--- config.mk ---
export PLATFORM = sky130hd
export DESIGN_NAME = serial_adder_flat
export DESIGN_NICKNAME = d
export VERILOG_FILES = /design/src/rtl/serial_adder_pkg.sv /design/src/rtl/serial_adder_if.sv /design/src/rtl/serial_adder_fa_cell.sv /design/src/rtl/serial_adder.sv /design/src/flat_wrapper.sv
export SDC_FILE = /design/constraint.sdc
export NUM_CORES = 1
export LEC_CHECK = 0
export BUFFER_PORTS_ARGS = -buffer_cell sky130_fd_sc_hd__buf_2
export CAP_MARGIN = 20
export CORE_MARGIN = 5
export CORE_UTILIZATION = 40
export DETAILED_ROUTE_END_ITERATION = 10
export PLACE_DENSITY = 0.63
export SYNTH_ARGS = -nofsm -noshare
export SYNTH_HDL_FRONTEND = slang
export SYNTH_SLANG_ARGS = --single-unit
--- constraint.sdc ---
create_clock -name clk -period 1.62 [get_ports clk]
set_clock_uncertainty 0.2 [all_clocks]
set_input_delay 0.405 -clock clk [delete_from_list [all_inputs] [get_ports clk]]
set_output_delay 0.405 -clock clk [all_outputs]
set_load 0.02 [all_outputs]
--- src/rtl/serial_adder_pkg.sv ---
// Shared types and constants for the bit-serial adder.
package serial_adder_pkg;

  typedef enum logic [1:0] {
    IDLE  = 2'd0,
    SHIFT = 2'd1,
    DONE  = 2'd2
  } state_e;

  localparam int unsigned WIDTH_DEFAULT = 8;

  // Counter must index bit positions 0..width-1
  function automatic int unsigned cnt_w(input int unsigned width);
    return $clog2(width);
  endfunction

endpackage

--- src/rtl/serial_adder_if.sv ---
// Operand/result handshake bundle for serial_adder.
// The ovf signal exists only when SERIAL_ADDER_OVF_EN is defined.
interface serial_adder_if
  import serial_adder_pkg::*;
#(
  parameter int unsigned WIDTH = WIDTH_DEFAULT
);

  logic             in_valid;
  logic             in_ready;
  logic [WIDTH-1:0] a;
  logic [WIDTH-1:0] b;
  logic             cin;
  logic             out_valid;
  logic             out_ready;
  logic [WIDTH-1:0] sum;
  logic             cout;
`ifdef SERIAL_ADDER_OVF_EN
  logic             ovf;

  modport master (
    output in_valid, a, b, cin, out_ready,
    input  in_ready, out_valid, sum, cout, ovf
  );
  modport slave (
    input  in_valid, a, b, cin, out_ready,
    output in_ready, out_valid, sum, cout, ovf
  );
`else
  modport master (
    output in_valid, a, b, cin, out_ready,
    input  in_ready, out_valid, sum, cout
  );
  modport slave (
    input  in_valid, a, b, cin, out_ready,
    output in_ready, out_valid, sum, cout
  );
`endif

endinterface

--- src/rtl/serial_adder_fa_cell.sv ---
// Single combinational 1-bit full-adder cell.
module fa_cell (
  input  logic a,
  input  logic b,
  input  logic cin,
  output logic s,
  output logic c
);

  assign s = a ^ b ^ cin;
  assign c = (a & b) | ((a ^ b) & cin);

endmodule

--- src/rtl/serial_adder.sv ---
// Bit-serial adder: LSB-first through one full-adder cell with a registered carry.
// Optional signed-overflow output enabled by SERIAL_ADDER_OVF_EN.
module serial_adder
  import serial_adder_pkg::*;
#(
  parameter int unsigned WIDTH = WIDTH_DEFAULT
) (
  input logic           clk,
  input logic           rst,
  serial_adder_if.slave bus
);

  localparam int unsigned    CW       = cnt_w(WIDTH);
  localparam logic [CW-1:0]  CNT_LAST = CW'(WIDTH - 1);

  state_e           state_q, state_d;
  logic [CW-1:0]    cnt_q, cnt_d;
  logic [WIDTH-1:0] a_q, a_d;
  logic [WIDTH-1:0] b_q, b_d;
  logic [WIDTH-1:0] sum_q, sum_d;
  logic             carry_q, carry_d;
  logic             fa_s, fa_c;
  logic             last_bit;

  fa_cell u_fa (
    .a   (a_q[0]),
    .b   (b_q[0]),
    .cin (carry_q),
    .s   (fa_s),
    .c   (fa_c)
  );

  assign last_bit = (cnt_q == CNT_LAST);

  always_ff @(posedge clk or posedge rst) begin
    if (rst) state_q <= IDLE;
    else     state_q <= state_d;
  end

  always_comb begin
    state_d = state_q;
    case (state_q)
      IDLE:    if (bus.in_valid)  state_d = SHIFT;
      SHIFT:   if (last_bit)      state_d = DONE;
      DONE:    if (bus.out_ready) state_d = IDLE;
      default:                    state_d = IDLE;
    endcase
  end

  always_comb begin
    cnt_d   = cnt_q;
    a_d     = a_q;
    b_d     = b_q;
    sum_d   = sum_q;
    carry_d = carry_q;
    case (state_q)
      IDLE: begin
        if (bus.in_valid) begin
          a_d     = bus.a;
          b_d     = bus.b;
          carry_d = bus.cin;
          cnt_d   = '0;
          sum_d   = '0;
        end
      end
      SHIFT: begin
        // Sum bits enter at the MSB so bit 0 lands in place after WIDTH shifts
        sum_d   = {fa_s, sum_q[WIDTH-1:1]};
        a_d     = a_q >> 1;
        b_d     = b_q >> 1;
        carry_d = fa_c;
        cnt_d   = cnt_q + CW'(1);
      end
      default: ;
    endcase
  end

  always_ff @(posedge clk or posedge rst) begin
    if (rst) begin
      cnt_q   <= '0;
      a_q     <= '0;
      b_q     <= '0;
      sum_q   <= '0;
      carry_q <= 1'b0;
    end else begin
      cnt_q   <= cnt_d;
      a_q     <= a_d;
      b_q     <= b_d;
      sum_q   <= sum_d;
      carry_q <= carry_d;
    end
  end

`ifdef SERIAL_ADDER_OVF_EN
  logic c_msb_q, c_msb_d;

  // Carry into the MSB is the carry register during the last SHIFT cycle
  always_comb begin
    c_msb_d = c_msb_q;
    if (state_q == IDLE && bus.in_valid)  c_msb_d = 1'b0;
    else if (state_q == SHIFT && last_bit) c_msb_d = carry_q;
  end

  always_ff @(posedge clk or posedge rst) begin
    if (rst) c_msb_q <= 1'b0;
    else     c_msb_q <= c_msb_d;
  end
`endif

  always_comb begin
    bus.in_ready  = (state_q == IDLE);
    bus.out_valid = (state_q == DONE);
    bus.sum       = sum_q;
    bus.cout      = carry_q;
`ifdef SERIAL_ADDER_OVF_EN
    bus.ovf       = (state_q == DONE) & (c_msb_q ^ carry_q);
`endif
  end

endmodule
--- src/flat_wrapper.sv ---
// flat-port wrapper written by rule: the top's interface ports become plain ports
module serial_adder_flat import serial_adder_pkg::*;
#(
  parameter int unsigned WIDTH = WIDTH_DEFAULT
)
  (clk, rst, bus_in_valid, bus_a, bus_b, bus_cin, bus_out_ready, bus_in_ready, bus_out_valid, bus_sum, bus_cout);
  serial_adder_if #(.WIDTH(WIDTH)) bus_i ();
  input logic clk;
  input logic rst;
  input wire logic [$bits(bus_i.in_valid)-1:0] bus_in_valid;
  input wire logic [$bits(bus_i.a)-1:0] bus_a;
  input wire logic [$bits(bus_i.b)-1:0] bus_b;
  input wire logic [$bits(bus_i.cin)-1:0] bus_cin;
  input wire logic [$bits(bus_i.out_ready)-1:0] bus_out_ready;
  output wire logic [$bits(bus_i.in_ready)-1:0] bus_in_ready;
  output wire logic [$bits(bus_i.out_valid)-1:0] bus_out_valid;
  output wire logic [$bits(bus_i.sum)-1:0] bus_sum;
  output wire logic [$bits(bus_i.cout)-1:0] bus_cout;
  assign bus_i.in_valid = bus_in_valid;
  assign bus_i.a = bus_a;
  assign bus_i.b = bus_b;
  assign bus_i.cin = bus_cin;
  assign bus_i.out_ready = bus_out_ready;
  assign bus_in_ready = bus_i.in_ready;
  assign bus_out_valid = bus_i.out_valid;
  assign bus_sum = bus_i.sum;
  assign bus_cout = bus_i.cout;
  serial_adder #(.WIDTH(WIDTH)) u_core (.clk(clk), .rst(rst), .bus(bus_i));
endmodule
==> results.json <==
{
  "hp-start": "bus_a[7]",
  "drc": 0,
  "cts_made_buffers": 5,
  "detail-route-antenna-nets": 0,
  "fin_crit_sh_pct": 102,
  "avgSynthCellArea_um2": 12.1,
  "slowest_delay_ns": 0.41,
  "holdPathEnd": "u_core.a_q[7]",
  "irDropWorstVdd_v": 0.000795,
  "power.density_nw_per_um2": 1870,
  "drive_above_1_share_pct": 44.6,
  "row_count": 22,
  "crit_chain": "and2b_1, buf_6",
  "clock-sinks": 30,
  "critical-path-top-delay-family": "flip-flops",
  "sw_frac_of_total_pct": 37.2,
  "clockPowerShare_pct": 19.5,
  "antenna_found_initial": 0,
  "fmax_ghz": 0.606,
  "synthesis.nets": 152,
  "clkLatencyLatePin_ns": 0.28,
  "crit_slowest_cell": "dfrtp_2",
  "dpl_cell_area_um2": 1750,
  "cts_tree": "yes",
  "vias": 1119,
  "ys_ff_latch": 30,
  "pwr-share-seq_pct": 35.3,
  "maxCapViolCount": 0,
  "drt_iter0_markers": 53,
  "r2r_setup_slack_ns": 0.06,
  "io-pin-count": 32,
  "routedWlPerCell_um": 14.6,
  "finish.utilization_pct": 52.5,
  "yosysTopAreaCellShare_pct": 48.6,
  "hold_depth": 2,
  "vias_per_cell": 5.23,
  "hold_path.class": "input port to flop",
  "die_area_um2": 5200,
  "cts-root-buf": "clkbuf_8",
  "violations": "setup timing",
  "p_int_w": 0.00227,
  "initial_core_util_pct": 41.9,
  "globalRouteTotalUtil_pct": 13.7,
  "leakagePower_nw": 0.904,
  "rsz0062_at_grt": "true",
  "grt_pass1_wl_um": 5510,
  "port_buffers": 31,
  "ys_types": 21,
  "clkTransAtPathRegs_ns": 0.06,
  "syn_area_um2": 1540,
  "finalWirelength_um": 3130,
  "slew_headroom_pct": 74.7,
  "fin_crit_ns": 1.65,
  "seq_area_frac_synth_pct": 48.6,
  "worst_pin_slew_ns": 0.380,
  "r2r-end": "u_core.a_q[5]",
  "total_power_w": 0.00362,
  "arrival_ns": 1.05,
  "htreeDepth": 2,
  "setup_slack_ns": -0.0302,
  "drv_slew": 0,
  "setup-violations-final": 1,
  "area_delta_synth_final_pct": 25.5,
  "hpwl_um": 2130,
  "cp.required_ns": 1.01,
  "grt_pass1_vias": 1182,
  "postSynthCellCount": 128,
  "worstRegToRegCells": 4,
  "worst_hold_slack_ns": 0.172,
  "gp_congestion": 0.699,
  "path_max_fanout": 3,
  "die_h_um": 72.1,
  "cts_buffer_depth": 2,
  "yosysTopAreaCell": "dfrtp_1",
  "startpoint_type": "flop",
  "crit_type": "flop to primary output",
  "die_w_um": 72.1,
  "comb_power_share_pct": 45.2,
  "final_net_count": 189,
  "end_kind": "primary output",
  "p_switching_w": 0.00135,
  "outcome": "finished with violations",
  "path_buf_inv": 1,
  "dr.pass1.iters": 4,
  "grt-ovfl-total": 0,
  "regToRegStartpoint": "u_core.state_q[0]",
  "synthTopCellsByArea": "dfrtp_1 (49%), a211oi_2 (11%), nor4b_1 (7.9%)",
  "fin_area_um2": 1940,
  "coreArea_um2": 3690,
  "hold_violations": 0,
  "grt_max_degree": 31,
  "ys_warn_count": 0,
  "diodes": 0
}
==> worst reg2reg max path: cells and delay by family (launching register included) <==
kind	cells	cell delay [ns]
flops	1	0.41
buf+inv	2	0.38
simple gates	1	0.36
compound gates	1	0.08
==> per-stage QoR <==
stage / worst slack (ns) / setup TNS [ns] / cells
after floorplan: 0.0324 / 0 / 128
after detailed placement: 0.0707 / 0 / 202
after global placement: 0.120 / 0 / 202
after CTS: -0.0376 / -0.0376 / 214
final: -0.0302 / -0.0302 / 214
after global routing: -0.0812 / -0.125 / 214
==> what timing repair did <==
action                                  CTS  global route
cloned                                    0             0
endpoints found under the hold margin     6             0
resized for setup                         5             7
hold buffers                              1             0
buffers inserted                          3             0
endpoints found under the setup margin    2             7
==> synth_stat cells, drive strengths merged <==
master / instances
a222oi: 1
nor2b: 1
nor2: 1
dfrtp: 30
o21bai: 1
clkbuf: 2
inv: 18
mux2: 1
nor3b: 14
a21oi: 1
a22o: 11
and2b: 2
ha: 2
fa: 1
nand2b: 2
a211oi: 14
buf: 10
nor4b: 14
a32o: 2
==> flip-flops by register name, indices dropped and copies added, names as in the netlist <==
register and count:
u_core.bus.sum 8, u_core.state_q 2, u_core.bus.cout 1, u_core.b_q 8, u_core.a_q 8, u_core.cnt_q 3
==> cell families (layout without fill, tap and decap cells) <==
group / Yosys count / in the layout / synth area share, %
simple gates: 34 / 34 / 17.2
mux: 1 / 1 / 0.729
fa+ha+maj: 3 / 3 / 2.92
buf+inv: 30 / 68 / 9.48
flops: 30 / 30 / 48.6
compound gates: 30 / 30 / 21.1
==> power by group through the flow <==
stage | Combinational, W | Clock (W) | Sequential, W
finish | 0.00164 | 0.000704 | 0.00128
floorplan | 0.00116 | 0 | 0.00136
global placement | 0.00152 | 0 | 0.00129
CTS | 0.00164 | 0.000721 | 0.00128
global route | 0.00182 | 0.000753 | 0.00133
detailed placement | 0.00156 | 0 | 0.00131
==> per-layer routing <==
layer	vias up	part of all wire, %	wire [um]	global-route usage (%)
li1	536	-	-	-
met5	-	0	0	0
met2	27	48	1490	21.0
met1	550	43	1340	17.4
met3	6	7.3	229	5.12
met4	0	2.1	65	5.64
==> cell usage in the layout (no fill, tap or decap), drive strengths merged <==
master       synthesis  routed
nor4b               14      14
ha                   2       2
buf                 10      41
nor2b                1       1
a211oi              14      14
fa                   1       1
mux2                 1       1
dlygate4sd3          0       1
a32o                 2       2
dfrtp               30      30
nand2b               2       2
nor2                 1       1
inv                 18      18
and2b                2       2
clkbuf               2       8
nor3b               14      14
a21oi                1       1
a222oi               1       1
a22o                11      11
o21bai               1       1
==> cell type report <==
type | count | area [um^2]
repair buffers | 42 | 262
flip-flops and latches | 30 | 753
clock buffers | 8 | 110
multi-input cells | 68 | 686
well taps | 48 | 60.1
fillers | 356 | 1750
inverters | 18 | 67.6
==> how the worst max path moves through the flow <==
stage / slack, ns / from / depth (start not counted) / to
2_1_floorplan: 0.03 / u_core.bus.cout / 4 / u_core.bus.sum[7]
3_3_place_gp: 0.12 / bus_in_valid / 4 / u_core.bus.sum[6]
3_5_place_dp: 0.07 / bus_in_valid / 4 / u_core.bus.sum[0]
4_1_cts: -0.04 / u_core.state_q[0] / 2 / bus_out_valid
5_1_grt: -0.08 / u_core.state_q[0] / 2 / bus_out_valid
6_report: -0.03 / u_core.state_q[0] / 2 / bus_out_valid
No activity file was read; power rests on OpenSTA's default activity.
